File: config.mk
export PLATFORM = sky130hd
export DESIGN_NAME = kmeans_iter_ctrl
export DESIGN_NICKNAME = d
export VERILOG_FILES = /design/src/rtl/kmeans_iter_ctrl.sv
export SDC_FILE = /design/constraint.sdc
export NUM_CORES = 1
export LEC_CHECK = 0
export ABC_AREA = 1
export CAP_MARGIN = 10
export CORE_ASPECT_RATIO = 0.7
export CORE_UTILIZATION = 30
export DETAILED_ROUTE_END_ITERATION = 7
export HOLD_SLACK_MARGIN = 0.06
export SETUP_SLACK_MARGIN = 0.5
export SYNTH_ARGS = -nofsm -noshare
export SYNTH_HDL_FRONTEND = slang
export SYNTH_SLANG_ARGS = --single-unit
File: constraint.sdc
create_clock -name clk -period 1.8 [get_ports clk]
set_input_delay 0.18 -clock clk [delete_from_list [all_inputs] [get_ports clk]]
set_output_delay 0.18 -clock clk [all_outputs]
set_load 0.01 [all_outputs]
File: src/rtl/kmeans_iter_ctrl.sv
// kmeans_iter_ctrl: phase sequencer for the k-means engine.
// Owns the sample SRAM port and steps load -> scan -> update -> check -> output.
module kmeans_iter_ctrl #(
  parameter int DATA_SIZE = 4096,
  parameter int ADDR_W    = 12,
  parameter int MAX_ITER  = 64,
  parameter int ITER_W    = 7
) (
  input  logic              clk,
  input  logic              rst,
  input  logic              in_valid,
  output logic [ADDR_W-1:0] mem_addr,
  output logic              mem_we_b,
  output logic              scan_valid,
  output logic              scan_last,
  output logic              upd_start,
  input  logic              upd_done,
  input  logic              converged,
  output logic              out_start,
  input  logic              out_done,
  output logic              busy,
  output logic [ITER_W-1:0] iter_count,
  output logic              timeout
);

  typedef enum logic [2:0] {
    IDLE,
    LOAD,
    SCAN,
    DRAIN,
    UPDATE,
    CHECK,
    OUTPUT
  } state_t;

  localparam logic [ADDR_W-1:0] LAST_ADDR = ADDR_W'(DATA_SIZE - 1);
  localparam logic [ITER_W-1:0] ITER_MAX  = ITER_W'(MAX_ITER);

  state_t              state;
  state_t              state_nxt;
  logic [ADDR_W-1:0]   wcnt;
  logic [ADDR_W-1:0]   wcnt_nxt;
  logic [ADDR_W-1:0]   addr_nxt;
  logic                we_b_nxt;
  logic                scan_valid_nxt;
  logic                scan_last_nxt;
  logic                upd_start_nxt;
  logic                out_start_nxt;
  logic [ITER_W-1:0]   iter_nxt;
  logic                timeout_nxt;
  logic                load_done;
  logic                iter_at_max;
  logic                check_exit;

  // The final load write is the cycle presenting a write to the last address.
  assign load_done   = !mem_we_b && (mem_addr == LAST_ADDR);
  assign iter_at_max = (iter_count == ITER_MAX);
  assign check_exit  = converged || iter_at_max;
  assign busy        = (state != IDLE);

  always_ff @(posedge clk) begin
    if (rst) begin
      state      <= IDLE;
      wcnt       <= '0;
      mem_addr   <= '0;
      mem_we_b   <= 1'b1;
      scan_valid <= 1'b0;
      scan_last  <= 1'b0;
      upd_start  <= 1'b0;
      out_start  <= 1'b0;
      iter_count <= '0;
      timeout    <= 1'b0;
    end else begin
      state      <= state_nxt;
      wcnt       <= wcnt_nxt;
      mem_addr   <= addr_nxt;
      mem_we_b   <= we_b_nxt;
      scan_valid <= scan_valid_nxt;
      scan_last  <= scan_last_nxt;
      upd_start  <= upd_start_nxt;
      out_start  <= out_start_nxt;
      iter_count <= iter_nxt;
      timeout    <= timeout_nxt;
    end
  end

  always_comb begin
    state_nxt = state;
    case (state)
      IDLE:    if (in_valid) state_nxt = LOAD;
      LOAD:    if (load_done) state_nxt = SCAN;
      SCAN:    if (mem_addr == LAST_ADDR) state_nxt = DRAIN;
      DRAIN:   state_nxt = UPDATE;
      UPDATE:  if (upd_done) state_nxt = CHECK;
      CHECK:   state_nxt = check_exit ? OUTPUT : SCAN;
      OUTPUT:  if (out_done) state_nxt = IDLE;
      default: state_nxt = IDLE;
    endcase
  end

  always_comb begin
    wcnt_nxt       = wcnt;
    addr_nxt       = mem_addr;
    we_b_nxt       = 1'b1;
    scan_valid_nxt = 1'b0;
    scan_last_nxt  = 1'b0;
    upd_start_nxt  = 1'b0;
    out_start_nxt  = 1'b0;
    iter_nxt       = iter_count;
    timeout_nxt    = timeout;
    case (state)
      IDLE: begin
        if (in_valid) begin
          addr_nxt    = '0;
          we_b_nxt    = 1'b0;
          wcnt_nxt    = ADDR_W'(1);
          iter_nxt    = '0;
          timeout_nxt = 1'b0;
        end
      end
      // During a pause the pending write address is presented as a harmless read.
      LOAD: begin
        if (load_done) begin
          addr_nxt = '0;
        end else begin
          addr_nxt = wcnt;
          if (in_valid) begin
            we_b_nxt = 1'b0;
            wcnt_nxt = wcnt + ADDR_W'(1);
          end
        end
      end
      SCAN: begin
        scan_valid_nxt = 1'b1;
        scan_last_nxt  = (mem_addr == LAST_ADDR);
        addr_nxt       = mem_addr + ADDR_W'(1);
      end
      DRAIN: begin
        upd_start_nxt = 1'b1;
      end
      UPDATE: begin
        if (upd_done && !iter_at_max) begin
          iter_nxt = iter_count + ITER_W'(1);
        end
      end
      CHECK: begin
        if (check_exit) begin
          out_start_nxt = 1'b1;
          if (!converged) begin
            timeout_nxt = 1'b1;
          end
        end else begin
          addr_nxt = '0;
        end
      end
      OUTPUT: begin
      end
      default: begin
      end
    endcase
  end

endmodule

==> flow_metrics.tcl, run 1 <==
set metrics [dict create \
    setup_viol 0 \
    highest_layer "met4" \
    clock_path_buffers 2 \
    crit_buf_inv 2 \
    route.detailed.drc 0 \
    place_congestion 0.827 \
    num_antenna_cells 0 \
    grt_pass1_vias 2665 \
    grt_overflow 0 \
    synth_top_area_cell "dfxtp_1" \
    crit_arrival_ns 1.68 \
    rows 26 \
    core_sq_mm 0.00755 \
    grt_pass1_wl_microns 12600 \
    cp_max_fo 6 \
    multi_input_area_sq_mm 0.00192 \
    ir_drop_mv 0.691 \
    worstHoldPathType "reg2reg" \
    root_buffer "clkbuf_16" \
    hold_viol_final 0 \
    tightest_slew_ns 0.355 \
    yosysMostFrequentCell "nand2_1" \
    wirelength_met1_microns 3590 \
    start_util 0.319 \
    htree_levels 2 \
    rsz0062_at_grt "true" \
    required_ns 1.98 \
    critical_path_class "reg2reg" \
    yosys_register_bits 40 \
    drv_cap 0 \
    drtIter0Drc 132 \
    slew_viol_final 0 \
    port-buffer-count 31 \
    ys_warn_count 0 \
    dr_wl_met2_microns 3510 \
    postRouteAntennaNets 0 \
    fin_util 0.519 \
    worstSetupStartpointType "flop" \
    ctsHoldBuffers 0 \
    syn_to_final_growth_pct 62.7 \
    synth_cells 378 \
    path_cells "ha_4 -> nand2_4 -> nor2_4 -> nand3_2 -> nor2_2 -> nor2_2 -> buf_6 -> o211ai_1 -> inv_1" \
    antenna_found_initial 0 \
    period_minus_slack_ns 1.50 \
    muxShareOfSynthArea 0 \
    seq_area_sq_um 850 \
    critPathTopFamily "simple AND/OR/NAND/NOR gates" \
    die_w_microns 109 \
    clock_sinks 40 \
    n_fill_cell 701 \
    avgSynthCellArea_sq_um 6.38 \
    cts_tree "yes" \
    nets 461 \
    synth_commonest_cells "105 x nand2_1, 51 x nor2_1, 47 x nand3_1, 44 x inv_1, 40 x dfxtp_1" \
    synth_top_family_by_area "simple AND/OR/NAND/NOR gates" \
    status "complete, no violations" \
    hpwlAfterDp_microns 4810 \
    synth_ff_type "dfxtp_1" \
    synth-seq-area-share 0.332 \
    async_flop_share 0 \
    leakagePower_nw 1.99 \
    final.setup_skew_ns 0.00382 \
    detail_route.first_pass.iterations 4 \
    routed_wl_microns 7650 \
    slew_headroom 0.762 \
    pin_count 32 \
    max_stage_delay_ns 0.36 \
    synth_area_sq_mm 0.00241 \
    synth.top_cell.area_share 0.332 \
    synth_area_leaders "dfxtp_1 33%, nand2_1 16%, nand3_1 9.8%" \
    grt_max_degree 14 \
    clkLatencyLatePin_ns 0.29 \
    crit_path_frequent_cell "nor2_2" \
    finalCritPeriodShare 0.835 \
    clock.fmax_mhz 665 \
    synthAdderAreaFrac 0.0208 \
    die_y_microns 77.0 \
    post_drt_via_cell_ratio 4.98 \
    track_usage 0.189 \
    whs_ns 0.483 \
    die_area_sq_mm 0.00840 \
    end_kind "flop" \
    synth.net_count 388 \
    power_density_mw_per_mm2 1290 \
    drive_above_1_share 0.431 \
    synth-compound-area-share 0.0888 \
    cp_slowest_cell "dfxtp_4" \
    detail_route.wl_per_cell_microns 13.9 \
    synth_cell_types 32 \
    setup_tns_ns 0 \
    numCtsBuffers 5 \
    synth-xor-area-share 0.00363 \
    synth_enable_flop_cells 0 \
    met3_length_microns 406 \
    clk_pin_slew_ns 0.06 \
    yosys.area_share.simple 0.451 \
    vias 2741 \
]
what timing repair did:
action,4_1_cts,5_1_grt
pin swaps,20,26
setup endpoints to repair,58,41
gates cloned,2,0
gates resized for setup,107,90
buffers inserted,12,12
cells in the final DEF, fill, tap and decap left out, types with 3 or more instances in the layout:
master           instances
nor2_1                  40
nand3_2                 24
dlymetal6s2s_1           3
nand3b_1                 4
nand2_2                 18
a21oi_2                 10
dlygate4sd2_1           23
nor2_4                   9
ha_4                     3
o21ai_0                  7
dfxtp_2                 15
dfxtp_1                 17
o21bai_1                 3
nand2_1                 73
buf_4                   29
nand3_4                  6
clkbuf_16                5
nor2_2                   9
a21oi_1                 13
nand2_4                 17
inv_1                   38
clkdlybuf4s50_1          4
buf_6                   12
nand3_1                 21
dfxtp_4                  8
inv_2                   10
layer usage:
layer  vias to the layer above  GRT usage
met5                         -          0
met4                         0     0.0676
met2                        67      0.288
met3                        18     0.0451
li1                       1353          -
met1                      1303      0.256
worst paths after layout:
check	start	cells after the start	slack, ns	end
max	mem_addr[0]	9	0.30	state[0]
min	iter_count[4]	2	0.48	iter_count[4]
max reg2reg	mem_addr[0]	9	0.30	state[0]
min reg2reg	iter_count[4]	2	0.48	iter_count[4]
cell type report:
class,count,area share
sequential,40,0.217
multi-input combinational,279,0.490
clock buffer,8,0.0373
tap,98,0.0313
inverter,51,0.0520
timing repair buffer,74,0.173
worst reg2reg max path, stage by stage (launching register included):
cell and delay (ns):
dfxtp_4 0.36, ha_4 0.16, nand2_4 0.06, nor2_4 0.13, nand3_2 0.12, nor2_2 0.14, nor2_2 0.06, buf_6 0.15
o211ai_1 0.16, inv_1 0.05
per-stage QoR:
| stage | cell area (sq um) | std cells | power, mW | setup WS [ns] |
|---|---|---|---|---|
| after floorplan | 2470 | 378 | 2.48 | 0.347 |
| after global placement | 2980 | 516 | 3.00 | 0.181 |
| after detailed placement | 2980 | 516 | 3.03 | 0.0981 |
| after CTS | 3480 | 538 | 4.40 | 0.333 |
| after global routing | 3920 | 550 | 5.35 | 0.199 |
| final | 3920 | 550 | 5.04 | 0.296 |
kinds of logic after synthesis:
group | Yosys count
simple gates | 235
buf+inv | 59
compound gates | 39
flops | 40
xor+xnor | 1
fa+ha+maj | 4
report_power, final:
part           internal [mW]  total [mW]  switching [mW]
logic                   1.18        2.85            1.68
registers               1.07        1.28           0.209
clock network          0.553       0.910           0.356
total                   2.80        5.04            2.24
flip-flops by register name, summed over array words and instances (netlist names):
signal and count:
iter_count 7, mem_we_b 1, timeout 1, scan_last 1, state 3, out_start 1
upd_start 1, mem_addr 12, scan_valid 1, wcnt 12
No activity file was read; power rests on OpenSTA's default activity.
==> run 2, diff against run 1 <==
==> constraint.sdc (replaced) <==
create_clock -name clk -period 1.25 [get_ports clk]
set_input_delay 0.125 -clock clk [delete_from_list [all_inputs] [get_ports clk]]
set_output_delay 0.125 -clock clk [all_outputs]
set_load 0.01 [all_outputs]
==> run 2 against run 1 <==
Compared with the run above: the flow now finishes with violations (negative setup slack); sequential share of layout area decreased by 1.0 points; core utilization increased by 2.4 points; clock skew about the same; count of clock-buffer cells in the layout decreased by 1; register-to-register slack got worse by 0.48 ns; sequential cell count unchanged; wire length increased by 4.9%; total power increased by 49%; cell area increased by 4.7%; maximum frequency increased by 5.2%; worst hold slack improved by 0.023 ns; die area unchanged; critical endpoint is now wcnt[1]; largest cell class unchanged; largest power group unchanged.
==> flow_metrics.tcl, run 2 (synthesized netlist as in run 1, its figures left out) <==
set metrics [dict create \
    finalCritPeriodShare 1.14 \
    numCtsBuffers 5 \
    hold_end "wcnt[9]" \
    required_ns 1.43 \
    die_y_microns 77.0 \
    grt_pass1_vias 2646 \
    rr_worst_depth 9 \
    cp_slowest_cell "dfxtp_4" \
    cts_tree "yes" \
    holdPathStages 2 \
    grt_max_degree 22 \
    place_congestion 0.814 \
    cp_num_cells 9 \
    critPathTopFamily "simple AND/OR/NAND/NOR gates" \
    hpwlAfterDp_microns 5330 \
    drtIter0Drc 134 \
    n_fill_cell 712 \
    fin_util 0.544 \
    nets 509 \
    grt_pass1_wl_microns 12400 \
    whs_ns 0.506 \
    final_cell_mix "94 x nand2_1, 55 x buf_4, 52 x buf_6" \
    power_density_mw_per_mm2 1830 \
    clock_sinks 40 \
    die_area_sq_mm 0.00840 \
    violations "negative setup slack" \
    detail_route.wl_per_cell_microns 13.4 \
    period_minus_slack_ns 1.43 \
    final.setup_skew_ns 0.00363 \
    finalWorstSetupSlack_ns -0.179 \
    p_comb_frac 0.598 \
    start_util 0.319 \
    postRouteAntennaNets 0 \
    path_cells "ha_4 -> nand2_4 -> nor2_4 -> nand4_2 -> nand3_2 -> buf_6 -> nand3b_1 -> nand2_1 -> nor2_1" \
    clkPwrFrac 0.167 \
    rsz0062_at_grt "true" \
    slew_headroom 0.824 \
    ir_drop_mv 1.09 \
    multi_input_area_sq_mm 0.00163 \
    routed_wl_microns 8030 \
    clk_pin_slew_ns 0.06 \
    status "finished, violations left" \
    track_usage 0.186 \
    final_common_cell "nand2_1" \
    ctsHoldBuffers 0 \
    end_kind "flop" \
    die_w_microns 109 \
    p_total_mw 7.51 \
    placed_cells 568 \
    setup_tns_ns -4.99 \
    leakagePower_nw 1.90 \
    clock_path_buffers 2 \
    slew_viol_final 0 \
    setup.worst_path.start "mem_addr[1]" \
    crit_arrival_ns 1.60 \
    rows 26 \
    vias 2872 \
    critical_path_class "reg2reg" \
    reg2reg_slack_ns -0.18 \
    core_sq_mm 0.00755 \
    drv_cap 0 \
    htree_levels 2 \
    antenna_found_initial 0 \
    drive_above_1_share 0.432 \
    power_frac_seq 0.235 \
    num_antenna_cells 0 \
    p_int_mw 4.37 \
    route.detailed.drc 0 \
    reg2reg_from "mem_addr[1]" \
    syn_to_final_growth_pct 70.3 \
    port-buffer-count 31 \
    tightest_slew_ns 0.263 \
    worstSetupStartpointType "flop" \
    clkLatencyLatePin_ns 0.28 \
    max_stage_delay_ns 0.35 \
    grt_overflow 0 \
    seq_area_sq_um 848 \
    worst_r2r_endpoint "wcnt[1]" \
    detail_route.first_pass.iterations 4 \
    worstHoldPathType "reg2reg" \
    min_from "wcnt[9]" \
    sw_frac_of_total 0.417 \
    root_buffer "clkbuf_16" \
    cp_max_fo 5 \
    clock.fmax_mhz 700 \
    post_drt_via_cell_ratio 4.80 \
    crit_buf_inv 1 \
    hold_viol_final 0 \
    reg.largest.list "mem_addr (12), wcnt (12), iter_count (7)" \
    layout.cells.non_filler 598 \
    setup_viol 37 \
    switchingPower_mw 3.13 \
    pin_count 32 \
]
==> run 2: cell types whose count changed in the layout (fill, tap and decap cells not counted), moves of 5 or more <==
cell / previous run / this run
a21oi_1: 13 / 18
a21oi_2: 10 / 5
buf_4: 29 / 55
buf_6: 12 / 52
dlygate4sd2_1: 23 / 0
nand2_1: 73 / 94
nand2_2: 18 / 10
nand2_4: 17 / 7
nand3_1: 21 / 40
nand3_2: 24 / 4
==> run 2: routing by layer <==
layer	part of all wire	global-route usage
met1	0.48	0.259
met2	0.46	0.299
met3	0.052	0.0298
met4	0.0072	0.0378
met5	0	0
==> run 2: cell type report <==
cell class,count,share of cell area
multi-input cells,280,0.396
repair buffers,121,0.284
flip-flops and latches,40,0.207
inverters,51,0.0503
clock buffers,7,0.0323
well taps,98,0.0299
clock inverters,1,0.00122
==> run 2: worst max-delay path by stage <==
stage / end / slack, ns
after global placement: iter_count[1] / -0.30
after detailed placement: iter_count[1] / -0.33
after CTS: state[1] / -0.18
after floorplan: state[0] / -0.20
final: wcnt[1] / -0.18
after global routing: state[1] / -0.29
==> run 2: what timing repair did <==
item	CTS	global route
setup buffers	11	9
resized for setup	202	34
setup endpoints to repair	66	66
pin swaps	12	7
gates cloned	0	2
==> run 2: power groups by stage <==
stage | clock network (mW) | logic (mW) | registers (mW)
floorplan | 0 | 1.81 | 1.79
global placement | 0 | 3.10 | 1.73
detailed placement | 0 | 3.13 | 1.74
CTS | 1.27 | 3.84 | 1.75
global route | 1.33 | 4.85 | 1.79
finish | 1.25 | 4.49 | 1.76
==> run 2: metrics by stage <==
stage               worst slack (ns)  cell area, sq um
floorplan                     -0.203              2480
global placement              -0.301              3410
detailed placement            -0.330              3410
CTS                           -0.176              3890
global route                  -0.292              4100
finish                        -0.179              4100
==> run 2: worst reg2reg max path: cells and delay by family, from the launching register on <==
family	cells	cell delay [ns]
simple gates	7	0.68
flops	1	0.35
buf+inv	1	0.14
fa+ha+maj	1	0.15
==> run 3, diff against run 2 <==
--- a/config.mk
+++ b/config.mk
@@ -8,8 +8,10 @@
 export ABC_AREA = 1
 export CAP_MARGIN = 10
 export CORE_ASPECT_RATIO = 0.7
+export CORE_MARGIN = 2
 export CORE_UTILIZATION = 30
 export DETAILED_ROUTE_END_ITERATION = 7
+export GPL_TIMING_DRIVEN = 0
 export HOLD_SLACK_MARGIN = 0.06
 export SETUP_SLACK_MARGIN = 0.5
 export SYNTH_ARGS = -nofsm -noshare
==> run 3 against run 2 <==
Compared with the run above: the run still ends with negative setup slack left; final cell count decreased by 4.5%; largest cell class unchanged; maximum frequency decreased by 7.7%; worst hold slack got worse by 0.18 ns; highest routed layer unchanged.
==> flow_metrics.tcl, run 3 (synthesized netlist as in run 1, its figures left out) <==
set metrics [dict create \
    finalCritPeriodShare 1.24 \
    finalWorstSetupSlack_ns -0.298 \
    num_antenna_cells 0 \
    clock_path_buffers 2 \
    routed_wl_microns 8110 \
    drv_cap 0 \
    grt_max_degree 12 \
    final_cell_mix "84 x nand2_1, 61 x buf_6, 43 x nor2_1" \
    cp_max_fo 5 \
    final_common_cell "nand2_1" \
    syn_to_final_growth_pct 66.1 \
    grt_overflow 0 \
    route.detailed.drc 0 \
    pin_count 32 \
    n_fill_cell 726 \
    p_comb_frac 0.585 \
    drive_above_1_share 0.445 \
    reg.largest.list "mem_addr (12), wcnt (12), iter_count (7)" \
    violations "negative setup slack" \
    ir_drop_mv 1.33 \
    slew_headroom 0.599 \
    p_int_mw 4.20 \
    use_met1 0.240 \
    die_area_sq_mm 0.00878 \
    status "finished, violations left" \
    path_cells "ha_4 -> nand2_4 -> nor2_4 -> nand4_4 -> nand3_4 -> nand2_4 -> buf_6 -> nand2_1 -> a21oi_2" \
    tightest_slew_ns 0.601 \
    crit_arrival_ns 1.72 \
    detail_route.first_pass.iterations 5 \
    grt.met3_usage 0.0481 \
    period_minus_slack_ns 1.55 \
    nets 480 \
    detail_route.wl_per_cell_microns 14.2 \
    rsz0062_at_grt "true" \
    start_util 0.307 \
    root_buffer "clkbuf_16" \
    cp_slowest_cell "dfxtp_4" \
    clkPwrFrac 0.170 \
    final.setup_skew_ns 0.00638 \
    busiest_layer "met2" \
    p_total_mw 7.38 \
    required_ns 1.42 \
    max_stage_delay_ns 0.35 \
    die_w_microns 111 \
    power_density_mw_per_mm2 1840 \
    end_kind "flop" \
    switchingPower_mw 3.17 \
    clkLatencyLatePin_ns 0.29 \
    hpwlAfterDp_microns 4670 \
    setup_viol 38 \
    cts_tree "yes" \
    grt_pass1_wl_microns 12700 \
    clock.fmax_mhz 646 \
    port-buffer-count 31 \
    clock_sinks 40 \
    post_drt_via_cell_ratio 4.87 \
    ctsHoldBuffers 0 \
    leakagePower_nw 1.84 \
    grt_pass1_vias 2702 \
    fin_util 0.511 \
    antenna_found_initial 0 \
    worstHoldPathType "in2reg" \
    rows 27 \
    postRouteAntennaNets 0 \
    setup_tns_ns -8.63 \
    clk_pin_slew_ns 0.06 \
    sw_frac_of_total 0.430 \
    worstSetupStartpointType "flop" \
    die_y_microns 79.0 \
    critical_path_class "reg2reg" \
    power_frac_seq 0.246 \
    vias 2781 \
    core_sq_mm 0.00784 \
    track_usage 0.178 \
    drtIter0Drc 171 \
    hold_viol_final 0 \
    crit_path_frequent_cell "nand2_4" \
    place_congestion 0.879 \
    htree_levels 2 \
    slew_viol_final 0 \
    use_met2 0.276 \
    numCtsBuffers 5 \
]
==> run 3: cell types whose count changed in the layout (fill, tap and decap cells not counted), sizes merged <==
cell	before	now
buf	116	86
clkdlybuf4s50	5	4
clkbuf	7	8
nand2	111	110
dlygate4sd2	0	1
==> run 3: final timing paths <==
| path | start | to | slack [ns] | cells past startpoint |
|---|---|---|---|---|
| worst max-delay path | mem_addr[0] | wcnt[6] | -0.30 | 9 |
| worst min-delay path | rst | mem_addr[0] | 0.32 | 2 |
| worst max register to register | mem_addr[0] | wcnt[6] | -0.30 | 9 |
| worst min register to register | timeout | timeout | 0.50 | 2 |
==> run 3: area by class of cell <==
| cell class | count | area, sq um | share of cell area |
|---|---|---|---|
| repair buffers | 85 | 857 | 0.214 |
| well taps | 101 | 126 | 0.0316 |
| flip-flops and latches | 40 | 876 | 0.219 |
| multi-input cells | 279 | 1730 | 0.433 |
| plain buffers | 8 | 76.3 | 0.0191 |
| clock inverters | 1 | 5.00 | 0.00125 |
| inverters | 51 | 201 | 0.0503 |
| clock buffers | 6 | 129 | 0.0322 |
==> run 3: timing repair <==
| action | CTS | global route |
|---|---|---|
| endpoints found under the setup margin | 66 | 66 |
| gates cloned | 2 | 1 |
| gates resized for setup | 212 | 72 |
| pin swaps | 22 | 14 |
| buffers inserted | 41 | 10 |
==> run 3: per-layer routing <==
| layer | share of wire | up-vias | routed length (microns) |
|---|---|---|---|
| li1 | - | 1389 | - |
| met4 | 0.022 | 0 | 178 |
| met5 | 0 | - | 0 |
| met2 | 0.46 | 94 | 3710 |
| met1 | 0.45 | 1280 | 3650 |
| met3 | 0.070 | 18 | 565 |
==> run 3: per-stage QoR <==
step / area, sq um / hold slack (ns) / instances / setup slack, ns
2_1_floorplan: 2480 / 0.184 / 378 / -0.203
3_3_place_gp: 2920 / 0.486 / 510 / -0.386
3_5_place_dp: 2920 / 0.492 / 510 / -0.400
4_1_cts: 3640 / 0.304 / 560 / -0.254
5_1_grt: 4000 / 0.343 / 571 / -0.404
6_report: 4000 / 0.322 / 571 / -0.298
==> run 3: critical path: cells and delay by family (launching register included) <==
kind	cells	cell delay [ns]
AOI/OAI and AO/OA	1	0.07
adders and majority gates	1	0.15
buffers and inverters	1	0.14
DFF	1	0.35
and+or+nand+nor	6	0.72
==> run 3: power groups by stage <==
stage / Sequential, mW / Combinational [mW] / Clock [mW]
2_1_floorplan: 1.79 / 1.81 / 0
3_3_place_gp: 1.81 / 2.50 / 0
3_5_place_dp: 1.82 / 2.53 / 0
4_1_cts: 1.77 / 3.41 / 1.26
5_1_grt: 1.83 / 4.66 / 1.33
6_report: 1.81 / 4.31 / 1.25
